===== src/rtl/csa_pkg.sv =====
// Shared types and sizing helpers for the carry-save resolver.
package csa_pkg;

    typedef enum logic [1:0] {
        IDLE = 2'd0,
        ADD  = 2'd1,
        DONE = 2'd2
    } csa_state_e;

    function automatic int nchunk(input int width, input int chunk);
        return width / chunk;
    endfunction

    // Index counter needs at least one bit even when a single chunk covers the word.
    function automatic int idx_width(input int n);
        return (n <= 1) ? 1 : $clog2(n);
    endfunction

endpackage


===== src/rtl/csa_resolver_if.sv =====
// Operand and result handshakes of the carry-save resolver.
interface csa_resolver_if #(
    parameter int WIDTH = 32
);
    logic             in_valid;
    logic             in_ready;
    logic [WIDTH-1:0] in_sum;
    logic [WIDTH-1:0] in_cy;
    logic             out_valid;
    logic             out_ready;
    logic [WIDTH:0]   out_result;

    modport slave (
        input  in_valid, in_sum, in_cy, out_ready,
        output in_ready, out_valid, out_result
    );

    modport master (
        output in_valid, in_sum, in_cy, out_ready,
        input  in_ready, out_valid, out_result
    );
endinterface


===== src/rtl/csa_chunk_add.sv =====
// Combinational CHUNK-bit ripple adder built from full-adder bit cells.
module csa_chunk_add #(
    parameter int CHUNK = 8
) (
    input  logic [CHUNK-1:0] a,
    input  logic [CHUNK-1:0] b,
    input  logic             cin,
    output logic [CHUNK-1:0] sum,
    output logic             cout
);
    logic [CHUNK:0] c;

    assign c[0] = cin;

    for (genvar i = 0; i < CHUNK; i++) begin : g_fa
        assign sum[i]   = a[i] ^ b[i] ^ c[i];
        assign c[i+1]   = (a[i] & b[i]) | (c[i] & (a[i] ^ b[i]));
    end

    assign cout = c[CHUNK];
endmodule


===== src/rtl/csa_resolver.sv =====
// Multi-cycle carry-propagate adder collapsing a carry-save pair to binary, CHUNK bits per cycle.
module csa_resolver
    import csa_pkg::*;
#(
    parameter int WIDTH = 32,
    parameter int CHUNK = 8
) (
    input  logic               clk,
    input  logic               rst_n,
    csa_resolver_if.slave      bus
);
    localparam int NCHUNK = nchunk(WIDTH, CHUNK);
    localparam int IDXW   = idx_width(NCHUNK);
    localparam logic [IDXW-1:0] LAST = IDXW'(NCHUNK - 1);

    csa_state_e       state;
    logic [WIDTH-1:0] op_sum;
    logic [WIDTH-1:0] op_cy;
    logic             carry;
    logic [IDXW-1:0]  idx;
    logic [WIDTH:0]   result;
    logic             rdy;
    logic             vld;

    logic [CHUNK-1:0] a_c;
    logic [CHUNK-1:0] b_c;
    logic [CHUNK-1:0] s_c;
    logic             c_out;
    logic             accept;

    assign accept = (state == IDLE) && rdy && bus.in_valid;

    assign a_c = op_sum[idx*CHUNK +: CHUNK];
    assign b_c = op_cy[idx*CHUNK +: CHUNK];

    csa_chunk_add #(
        .CHUNK (CHUNK)
    ) u_add (
        .a    (a_c),
        .b    (b_c),
        .cin  (carry),
        .sum  (s_c),
        .cout (c_out)
    );

    // Operands are pure data: captured on acceptance, never reset.
    always_ff @(posedge clk) begin
        if (accept) begin
            op_sum <= bus.in_sum;
            op_cy  <= bus.in_cy;
        end
    end

    // in_ready is a flop cleared by reset so it stays low while rst_n is asserted.
    always_ff @(posedge clk or negedge rst_n) begin
        if (!rst_n) begin
            state  <= IDLE;
            rdy    <= 1'b0;
            vld    <= 1'b0;
            result <= '0;
            carry  <= 1'b0;
            idx    <= '0;
        end else begin
            case (state)
                IDLE: begin
                    rdy <= 1'b1;
                    if (accept) begin
                        rdy   <= 1'b0;
                        idx   <= '0;
                        carry <= 1'b0;
                        state <= ADD;
                    end
                end
                ADD: begin
                    result[idx*CHUNK +: CHUNK] <= s_c;
                    carry <= c_out;
                    idx   <= idx + 1'b1;
                    if (idx == LAST) begin
                        result[WIDTH] <= c_out;
                        vld   <= 1'b1;
                        state <= DONE;
                    end
                end
                DONE: begin
                    if (bus.out_ready) begin
                        vld   <= 1'b0;
                        rdy   <= 1'b1;
                        state <= IDLE;
                    end
                end
                default: begin
                    state <= IDLE;
                end
            endcase
        end
    end

    assign bus.in_ready   = rdy;
    assign bus.out_valid  = vld;
    assign bus.out_result = result;
endmodule


===== src/flat_wrapper.sv =====
// flat-port wrapper written by rule: the top's interface ports become plain ports
module csa_resolver_flat import csa_pkg::*;
#(
    parameter int WIDTH = 32,
    parameter int CHUNK = 8
)
  (clk, rst_n, bus_in_valid, bus_in_sum, bus_in_cy, bus_out_ready, bus_in_ready, bus_out_valid, bus_out_result);
  csa_resolver_if #(.WIDTH(WIDTH)) bus_i ();
  input  logic clk;
  input  logic rst_n;
  input wire logic [$bits(bus_i.in_valid)-1:0] bus_in_valid;
  input wire logic [$bits(bus_i.in_sum)-1:0] bus_in_sum;
  input wire logic [$bits(bus_i.in_cy)-1:0] bus_in_cy;
  input wire logic [$bits(bus_i.out_ready)-1:0] bus_out_ready;
  output wire logic [$bits(bus_i.in_ready)-1:0] bus_in_ready;
  output wire logic [$bits(bus_i.out_valid)-1:0] bus_out_valid;
  output wire logic [$bits(bus_i.out_result)-1:0] bus_out_result;
  assign bus_i.in_valid = bus_in_valid;
  assign bus_i.in_sum = bus_in_sum;
  assign bus_i.in_cy = bus_in_cy;
  assign bus_i.out_ready = bus_out_ready;
  assign bus_in_ready = bus_i.in_ready;
  assign bus_out_valid = bus_i.out_valid;
  assign bus_out_result = bus_i.out_result;
  csa_resolver #(.WIDTH(WIDTH), .CHUNK(CHUNK)) u_core (.clk(clk), .rst_n(rst_n), .bus(bus_i));
endmodule

===== config.mk =====
export PLATFORM = sky130hd
export DESIGN_NAME = csa_resolver_flat
export DESIGN_NICKNAME = d
export VERILOG_FILES = /design/src/rtl/csa_pkg.sv /design/src/rtl/csa_resolver_if.sv /design/src/rtl/csa_chunk_add.sv /design/src/rtl/csa_resolver.sv /design/src/flat_wrapper.sv
export SDC_FILE = /design/constraint.sdc
export NUM_CORES = 1
export LEC_CHECK = 0
export BUFFER_PORTS_ARGS = -buffer_cell sky130_fd_sc_hd__buf_4
export CAP_MARGIN = 40
export CORE_MARGIN = 3
export CORE_UTILIZATION = 30
export DETAILED_ROUTE_END_ITERATION = 8
export GPL_TIMING_DRIVEN = 0
export MAX_ROUTING_LAYER = met4
export SYNTH_ARGS = -nofsm -noshare
export SYNTH_HDL_FRONTEND = slang
export SYNTH_SLANG_ARGS = --single-unit

===== constraint.sdc =====
create_clock -name clk -period 11.9 [get_ports clk]
set_input_delay 1.785 -clock clk [delete_from_list [all_inputs] [get_ports clk]]
set_output_delay 1.785 -clock clk [all_outputs]
set_load 0.01 [all_outputs]

==> results.ini, run 1 <==
[outcome]
outcome = completed

[layout]
multiInputGateArea_mm2 = 0.00117
final_net_count = 445
regArea_mm2 = 0.00292
area_growth_pct = 30.8
final_cells = 543
final_core_util = 0.410
antenna_cells = 0
num-fill-cells = 1264
fin_area_mm2 = 0.00553
layout-drive-gt1-share = 0.409

[setup_path]
max_stage_delay_ns = 0.50
crit_arrival_ns = 5.19
ff2ff_path_depth = 16
cp-end-kind = register
crit_cells = 16
path_class = register to register
critical-path-top-delay-family = adder cells
worst-path-buf-inv = 6
required_ns = 12.13
worstPathCellList = buf_2 -> buf_2 -> mux4_2 -> inv_1 -> fa_1 -> fa_1 -> fa_1 -> fa_1 -> fa_1 -> inv_1 -> fa_1 -> inv_1 -> fa_1 -> inv_1 -> fa_1 -> a22o_1
start_kind = register
cp_max_fo = 10
crit_top_cell = fa_1
slowest_stage = fa_1

[sta]
finalSetupViolCount = 0
period_share = 0.417
fin_tns_setup_ns = 0
relSlewSlack = 0.598
tightest_slew_ns = 0.602
period_needed_ns = 4.96
timing.fmax_mhz = 202
rsz0062_at_grt = false
setup_slack_ns = 6.94
drv_slew = 0
hold_viol_final = 0
finClkSkew_ns = 0.00648

[clocking]
insertion_delay_ns = 0.34
clk_pin_slew_ns = 0.07
htree_levels = 3
cts_setup_buffers = 0
cts-root-buf = clkbuf_16
ctsHoldBuffers = 0
clock_sinks = 104
clk_path_buf_depth = 2
cts_buffers = 9
cts_tree = done
ctsResizeCount = 0

[synth]
synth_area_mm2 = 0.00423
synth.avg_cell_area_um2 = 17.1
synth_ff_type = edfxtp_1
ys_ff_latch = 104
async_flop_share = 0.385
synth_edf_count = 64
yosysWarnings = 0
ys_types = 33
synthCells = 248
seq_area_frac_synth = 0.691
syn_nets = 331

[global_routing]
grt_pass1_vias = 2603
overflow = 0
gr-usage-all-layers = 0.120
grt_max_degree = 42
grt_antenna_before_repair = 0
grt_pass1_wl_um = 14100

[placement]
dpl_worst_slack_ns = 6.84
dpl.hpwl_um = 6460
placedCellCount = 527
gp_congestion = 0.745
place_area_mm2 = 0.00524
portBuffers = 102

[power_and_ir_drop]
peakVddDrop_uv = 107
leakage_uw = 0.00232
p_per_area_mw_per_mm2 = 266

[flow_run]
maxCapViolations = 0

[floorplanning]
die_h_um = 125
core-area_mm2 = 0.0135
dieArea_mm2 = 0.0156
rows = 42
num_io_pins = 103
initial_core_util = 0.313
die_x_um = 125

[route]
drc = 0
drt_iter0_markers = 120
wl_per_cell_um = 16.1
wl_met3_um = 486
top_layer_used = met4
via_per_inst = 4.53
m1WireLength_um = 4100
wirelength_um = 8760
vias = 2460
wl_met2_um = 4060
drtPass1Iterations = 4
ant_nets = 0

[worst_hold_path]
hold_path_depth = 2
hold_class = register to register

-- report_power, final --
group / leakage (µW) / internal [µW] / switching [µW] / total, µW
Sequential: 0.00113 / 493 / 42.6 / 535
Clock: 0.000139 / 164 / 131 / 295
Combinational: 0.00105 / 280 / 364 / 644
-- registers in the layout, summed over array words and instances, names as in the netlist --
signal	flops
u_core.bus.in_ready	1
u_core.bus.out_result	33
u_core.bus.out_valid	1
u_core.carry	1
u_core.idx	2
u_core.op_cy	32
u_core.op_sum	32
u_core.state	2
-- placed cells by master (no fill, tap or decap), types with 4 or more instances in the layout --
cell type    n
a22o_1       8
buf_4      104
clkbuf_16    9
dfrtp_1     40
edfxtp_1    64
fa_1         8
ha_1         7
inv_1       19
mux4_2      16
nand2_1     18
nor2_1       5
o21ai_0      4
o21ai_1     10
o2bb2ai_1   12
-- worst reg2reg max path, delay by kind of cell (launching register included) --
family	cells	cell delay (ns)
fa+ha+maj	8	3.01
mux	1	0.25
flops	1	0.43
buf+inv	6	0.93
compound gates	1	0.24
-- cell usage after synthesis (2+ instances only) --
cell type | count | area [µm²]
a21oi_1 | 3 | 15.0
edfxtp_1 | 64 | 1920
mux4_2 | 16 | 360
o31ai_1 | 2 | 15.0
nor2_1 | 5 | 18.8
dfrtp_1 | 40 | 1000
nand2_1 | 18 | 67.6
nor2b_1 | 3 | 18.8
nand2_2 | 2 | 12.5
inv_1 | 19 | 71.3
ha_1 | 7 | 87.6
fa_1 | 8 | 160
o2bb2ai_1 | 12 | 105
nand2b_1 | 2 | 12.5
nand3_1 | 2 | 10.0
buf_4 | 2 | 15.0
o21ai_0 | 4 | 20.0
and4_1 | 3 | 26.3
buf_6 | 3 | 33.8
o21ai_1 | 10 | 50.1
buf_2 | 2 | 10.0
a22o_1 | 8 | 70.1
nand4_2 | 3 | 37.5
-- final timing paths --
check	start	endpoint	slack (ns)
min in group asynchronous	rst_n	u_core.bus.out_valid	1.41
setup reg to reg	u_core.idx[1]	u_core.bus.out_result[31]	6.94
setup / recovery	u_core.idx[1]	u_core.bus.out_result[31]	6.94
hold / removal	u_core.bus.out_result[12]	u_core.bus.out_result[12]	0.49
hold reg to reg	u_core.bus.out_result[12]	u_core.bus.out_result[12]	0.49
max in group asynchronous	rst_n	u_core.bus.out_result[19]	10.13
-- layout make-up --
cell class,instances,area share
flip-flops and latches,104,0.528
multi-input cells,117,0.212
repair buffers,103,0.142
clock buffers,10,0.0414
well taps,176,0.0398
inverters,20,0.0136
clock inverters,6,0.0122
plain buffers,7,0.0106
-- per-layer routing --
layer  vias up  track usage
met5         -            -
met3         9       0.0352
met4         0       0.0387
met2        88        0.177
li1       1169            -
met1      1194        0.159
-- logic make-up (layout without fill, tap and decap cells) --
| logic type | Yosys count | after routing | share of synthesized area |
|---|---|---|---|
| flip-flops | 104 | 104 | 0.691 |
| adder cells (fa/ha/maj) | 15 | 15 | 0.0585 |
| multiplexers | 16 | 16 | 0.0852 |
| buffers and inverters | 27 | 146 | 0.0316 |
| AND/OR/NAND/NOR | 44 | 44 | 0.0633 |
| AO/OA/AOI/OAI | 42 | 42 | 0.0707 |
-- stage by stage --
step           hold WS, ns  power (µW)
6_report             0.490        1470
5_1_grt              0.508        1580
4_1_cts              0.496        1500
3_5_place_dp         0.479        1200
3_3_place_gp         0.473        1190
2_1_floorplan        0.509         943
Note: power is estimated with default switching activity, not from simulation.
==> run 2: changes to the inputs <==
--- a/config.mk
+++ b/config.mk
@@ -5,6 +5,7 @@
 export SDC_FILE = /design/constraint.sdc
 export NUM_CORES = 1
 export LEC_CHECK = 0
+export ABC_AREA = 1
 export BUFFER_PORTS_ARGS = -buffer_cell sky130_fd_sc_hd__buf_4
 export CAP_MARGIN = 40
 export CORE_MARGIN = 3
==> constraint.sdc (replaced) <==
create_clock -name clk -period 4.12 [get_ports clk]
set_input_delay 0.618 -clock clk [delete_from_list [all_inputs] [get_ports clk]]
set_output_delay 0.618 -clock clk [all_outputs]
set_load 0.01 [all_outputs]
==> run 2 against run 1 <==
Effect of this change:
- sequential power rose to 2.9 times the previous value
- synthesized cell count up 64%
- sequential share of layout area down 4.4 points
- first-iteration DRC count up 42%
- the flow now finishes with violations (setup timing)
- clock-buffer cell count up 3
- cell area up 9.2%
- via count up 31%
- non-clock buffer count up 25
- global-route usage up 2.2 points
- routed wire length up 23%
- critical endpoint is now u_core.bus.out_result[23]
==> results.ini, run 2 <==
[outcome]
outcome = finished, violations left
violations = setup timing

[power_and_ir_drop]
leakage_uw = 0.00270
combinationalPowerShare = 0.523
p_int_uw = 2970
seq_power_share = 0.309
p_sw_uw = 2050
switching_share = 0.408
p_per_area_mw_per_mm2 = 831
p_clk_frac = 0.169
peakVddDrop_uv = 320
p_total_uw = 5020

[setup_path]
cp_max_fo = 4
critical-path-top-delay-family = adder cells
crit_top_cell = fa_2
required_ns = 4.36
max_stage_delay_ns = 0.47
path_class = register to register
start_kind = register
worst-path-buf-inv = 6
cp-end-kind = register
worstPathCellList = clkinv_4 -> clkbuf_16 -> nand2_4 -> nand3_2 -> nand2_2 -> fa_2 -> fa_2 -> fa_2 -> fa_2 -> fa_2 -> inv_2 -> fa_2 -> inv_2 -> fa_2 -> inv_2 -> fa_2 -> nand2_2 -> inv_1 -> nand3_2 -> nand2_1
slowest_stage = fa_2
crit_arrival_ns = 4.42

[synth]
synth_adder_area_share = 0.0560
yosysTopAreaCell = edfxtp_1
synthSimpleGateAreaFrac = 0.203
synth_mux_area_frac = 0
synth_ff_type = edfxtp_1
synth.area.top_cells = edfxtp_1 43%, dfrtp_1 23%, nand2_1 11%
synth_top_family_by_area = simple AND/OR/NAND/NOR gates
synth.avg_cell_area_um2 = 10.9
async_flop_share = 0.385
syn_nets = 489
synth-xor-area-share = 0
synthCells = 406
yosysMostFrequentCell = nand2_1
synth_compound_area_frac = 0.0475
synth_top_area_share = 0.434
synth_edf_count = 64
seq_area_frac_synth = 0.660
ys_top_cells_by_count = 129 x nand2_1, 64 x edfxtp_1, 46 x nand3_1
synth_area_mm2 = 0.00443
ys_types = 24
ys_ff_latch = 104
yosysWarnings = 0

[route]
via_per_inst = 4.45
drtPass1Iterations = 4
wirelength_um = 10800
wl_per_cell_um = 15.0
vias = 3212
drt_iter0_markers = 170
drc = 0
ant_nets = 0

[global_routing]
grt_pass1_vias = 3219
grt_max_degree = 41
grt_pass1_wl_um = 17000
gr-usage-all-layers = 0.141
overflow = 0
grt_antenna_before_repair = 0

[placement]
place_area_mm2 = 0.00548
gp_congestion = 0.849
dpl.hpwl_um = 7720
portBuffers = 102
dpl_worst_slack_ns = -0.567

[layout]
final_net_count = 620
final_core_util = 0.427
area_growth_pct = 36.5
num-fill-cells = 1347
mostFrequentLayoutCells = 121 x nand2_1, 120 x buf_4, 64 x edfxtp_1
fin_area_mm2 = 0.00604
layout-drive-gt1-share = 0.349
largest_reg_flops = 33
final_common_cell = nand2_1
antenna_cells = 0

[floorplanning]
rows = 43
initial_core_util = 0.313
dieArea_mm2 = 0.0162
num_io_pins = 103
die_h_um = 127
core-area_mm2 = 0.0141
die_x_um = 127

[sta]
relSlewSlack = 0.612
period_share = 1.01
setup_slack_ns = -0.0585
hold_viol_final = 0
finalSetupViolCount = 4
timing.fmax_mhz = 239
tightest_slew_ns = 0.581
period_needed_ns = 4.18
finClkSkew_ns = 0.00650
rsz0062_at_grt = true
drv_slew = 0

[clocking]
cts_tree = done
cts_buffers = 9
insertion_delay_ns = 0.35
ctsHoldBuffers = 0
clk_pin_slew_ns = 0.07
clk_path_buf_depth = 2
cts-root-buf = clkbuf_16
clock_sinks = 104
htree_levels = 3

[flow_run]
maxCapViolations = 0

[worst_hold_path]
hold_class = input port to async pin

## run 2: power groups by stage
stage	registers (µW)	clock network, µW	logic, µW
global placement	1580	0	2250
CTS	1550	868	2530
global route	1580	914	2920
finish	1550	847	2620
detailed placement	1580	0	2270
floorplan	1600	0	1340
## run 2: kinds of logic (layout without fill, tap and decap cells)
kind of cell               count (synthesis)  in the layout
AOI/OAI and AO/OA                         40             40
adders and majority gates                 15             15
buffers and inverters                     34            170
DFF                                      104            104
and+or+nand+nor                          213            213
## run 2: worst paths after layout
path / startpoint / end / slack, ns / cells past startpoint
min in group clk: bus_in_sum[8] / u_core.op_sum[8] / 0.44 / 1
worst min register to register: u_core.bus.out_result[28] / u_core.bus.out_result[28] / 0.49 / 2
worst min-delay path: rst_n / u_core.bus.out_result[18] / 0.24 / 1
max in group asynchronous: rst_n / u_core.idx[1] / 3.50 / 1
worst max-delay path: u_core.idx[0] / u_core.bus.out_result[23] / -0.06 / 20
worst max register to register: u_core.idx[0] / u_core.bus.out_result[23] / -0.06 / 20
## run 2: cell type report
cell class | count | area, µm² | area share
Clock buffer | 13 | 251 | 0.0416
Tap cell | 180 | 225 | 0.0373
Inverter | 19 | 76.3 | 0.0126
Buffer | 14 | 155 | 0.0257
Sequential cell | 104 | 2930 | 0.484
Timing Repair Buffer | 121 | 925 | 0.153
Multi-Input combinational cell | 268 | 1440 | 0.239
Clock inverter | 3 | 41.3 | 0.00683
## run 2: what timing repair did
item                                    CTS  global route
endpoints found under the setup margin   10             8
gates resized for setup                  26            15
pin swaps                                 6            10
setup buffers                            15             4
hold endpoints to repair                  0             0
## run 2: per-stage QoR
step	cells	hold slack (ns)	TNS [ns]
floorplan	406	0.322	0
global placement	688	0.470	-3.08
detailed placement	689	0.473	-3.53
CTS	719	0.251	-0.349
global route	722	0.279	-0.678
finish	722	0.241	-0.142
## run 2: routing by layer
metal / wire, µm / vias to the layer above / GRT usage
met5: 0 / - / -
met4: 104 / 0 / 0.0360
met3: 567 / 8 / 0.0372
met2: 5120 / 90 / 0.220
met1: 5030 / 1498 / 0.185
li1: - / 1616 / -
==> run 3: changes to the inputs <==
--- a/config.mk
+++ b/config.mk
@@ -5,7 +5,6 @@
 export SDC_FILE = /design/constraint.sdc
 export NUM_CORES = 1
 export LEC_CHECK = 0
-export ABC_AREA = 1
 export BUFFER_PORTS_ARGS = -buffer_cell sky130_fd_sc_hd__buf_4
 export CAP_MARGIN = 40
 export CORE_MARGIN = 3
==> run 3 against run 2 <==
Effect of this change:
- clock skew is essentially flat
- largest power group unchanged
- the run still ends with setup timing left
- combinational power shrank 23%
- worst hold slack gained 0.0017 ns
- core utilization shrank 0.74 points
- total power shrank 11%
- setup slack lost 0.073 ns
- highest routed layer unchanged
==> results.ini, run 3 (same netlist as run 1, synthesis figures left out) <==
[outcome]
outcome = finished, violations left
violations = setup timing

[setup_path]
path_class = register to register
max_stage_delay_ns = 0.48
r2r-start = u_core.idx[0]
r2r_end = u_core.bus.out_result[23]
crit_arrival_ns = 4.49
cp_max_fo = 4
cp-end-kind = register
slowest_stage = fa_2
required_ns = 4.36
start_kind = register
ff2ff_path_depth = 15
crit_top_cell = fa_2
worstPathCellList = buf_12 -> mux4_2 -> inv_2 -> fa_2 -> fa_2 -> fa_2 -> fa_2 -> fa_2 -> inv_2 -> fa_2 -> inv_2 -> fa_2 -> inv_2 -> fa_2 -> a22o_1
rrSetupSlack_ns = -0.13

[placement]
placedCellCount = 527
dpl_worst_slack_ns = -0.611
dpl.hpwl_um = 6640
portBuffers = 102
place_area_mm2 = 0.00526
gp_congestion = 0.728

[layout]
largest_reg_flops = 33
fin_area_mm2 = 0.00567
final_cells = 550
final_common_cell = buf_4
final_net_count = 452
num-fill-cells = 1240
area_growth_pct = 33.9
layout-drive-gt1-share = 0.457
mostFrequentLayoutCells = 112 x buf_4, 64 x edfxtp_1, 39 x dfrtp_1
antenna_cells = 0

[floorplanning]
num_io_pins = 103
dieArea_mm2 = 0.0156
die_x_um = 125
initial_core_util = 0.313
rows = 42
core-area_mm2 = 0.0135
die_h_um = 125

[global_routing]
grt_pass1_wl_um = 14800
gr-usage-all-layers = 0.129
grt_pass1_vias = 2750
overflow = 0
grt_antenna_before_repair = 0
grt_max_degree = 45

[sta]
setup_slack_ns = -0.132
rsz0062_at_grt = true
fin_tns_setup_ns = -0.517
drv_slew = 0
relSlewSlack = 0.647
hold_viol_final = 0
tightest_slew_ns = 0.528
period_share = 1.03
hold_slack_ns = 0.242
finClkSkew_ns = 0.00608
finalSetupViolCount = 4
period_needed_ns = 4.25
timing.fmax_mhz = 235

[route]
wl_per_cell_um = 16.7
drt_iter0_markers = 79
wirelength_um = 9190
drc = 0
drtPass1Iterations = 4
vias = 2509
via_per_inst = 4.56
ant_nets = 0

[flow_run]
maxCapViolations = 0

[worst_hold_path]
hold_class = input port to async pin

[clocking]
htree_levels = 3
clock_sinks = 104
cts_buffers = 9
clk_pin_slew_ns = 0.07
cts-root-buf = clkbuf_16
insertion_delay_ns = 0.35
clk_path_buf_depth = 2
cts_tree = done

[power_and_ir_drop]
p_per_area_mw_per_mm2 = 793
peakVddDrop_uv = 316
leakage_uw = 0.00236

==> run 3: area by class of cell <==
class / count / area, µm² / share of cell area
plain buffers: 5 / 66.3 / 0.0117
flip-flops and latches: 104 / 2920 / 0.516
well taps: 176 / 220 / 0.0389
repair buffers: 112 / 866 / 0.153
clock buffers: 9 / 225 / 0.0397
clock inverters: 7 / 95.1 / 0.0168
inverters: 20 / 75.1 / 0.0132
multi-input cells: 117 / 1190 / 0.211
==> run 3: where the power goes <==
part / switching [µW] / internal (µW)
clock: 379 / 533
sequential: 132 / 1420
combinational: 1080 / 946
==> run 3: worst max-delay path: cells and delay by family (launching register included) <==
| kind | cells | cell delay [ns] |
|---|---|---|
| adders and majority gates | 8 | 2.78 |
| DFF | 1 | 0.41 |
| buffers and inverters | 5 | 0.37 |
| muxes | 1 | 0.36 |
| AOI/OAI and AO/OA | 1 | 0.22 |
==> run 3: worst max path at each step <==
stage | slack [ns] | to | start | cells past startpoint
2_1_floorplan | -0.07 | u_core.bus.out_result[15] | u_core.idx[0] | 16
3_3_place_gp | -0.61 | u_core.bus.out_result[23] | u_core.idx[1] | 16
3_5_place_dp | -0.61 | u_core.bus.out_result[23] | u_core.idx[1] | 16
4_1_cts | -0.23 | u_core.bus.out_result[23] | u_core.idx[1] | 16
5_1_grt | -0.26 | u_core.bus.out_result[7] | u_core.idx[0] | 15
6_report | -0.13 | u_core.bus.out_result[23] | u_core.idx[0] | 15
==> run 3: timing repair <==
item	4_1_cts	5_1_grt
hold buffers	0	0
setup endpoints to repair	10	5
cloned	0	0
pin swaps	11	12
resized for setup	13	0
buffers inserted	8	1
==> run 3: through the flow <==
| stage | power (µW) | utilization |
|---|---|---|
| after global placement | 3490 | 0.388 |
| after detailed placement | 3540 | 0.390 |
| after global routing | 4810 | 0.420 |
| final | 4490 | 0.420 |
| after floorplan | 2790 | - |
| after CTS | 4580 | 0.420 |
==> run 3: metal layers <==
layer  wire length [µm]  global-route usage
met1               4290               0.167
met4                144              0.0445
met5                  0                   -
met3                557              0.0429
met2               4200               0.189
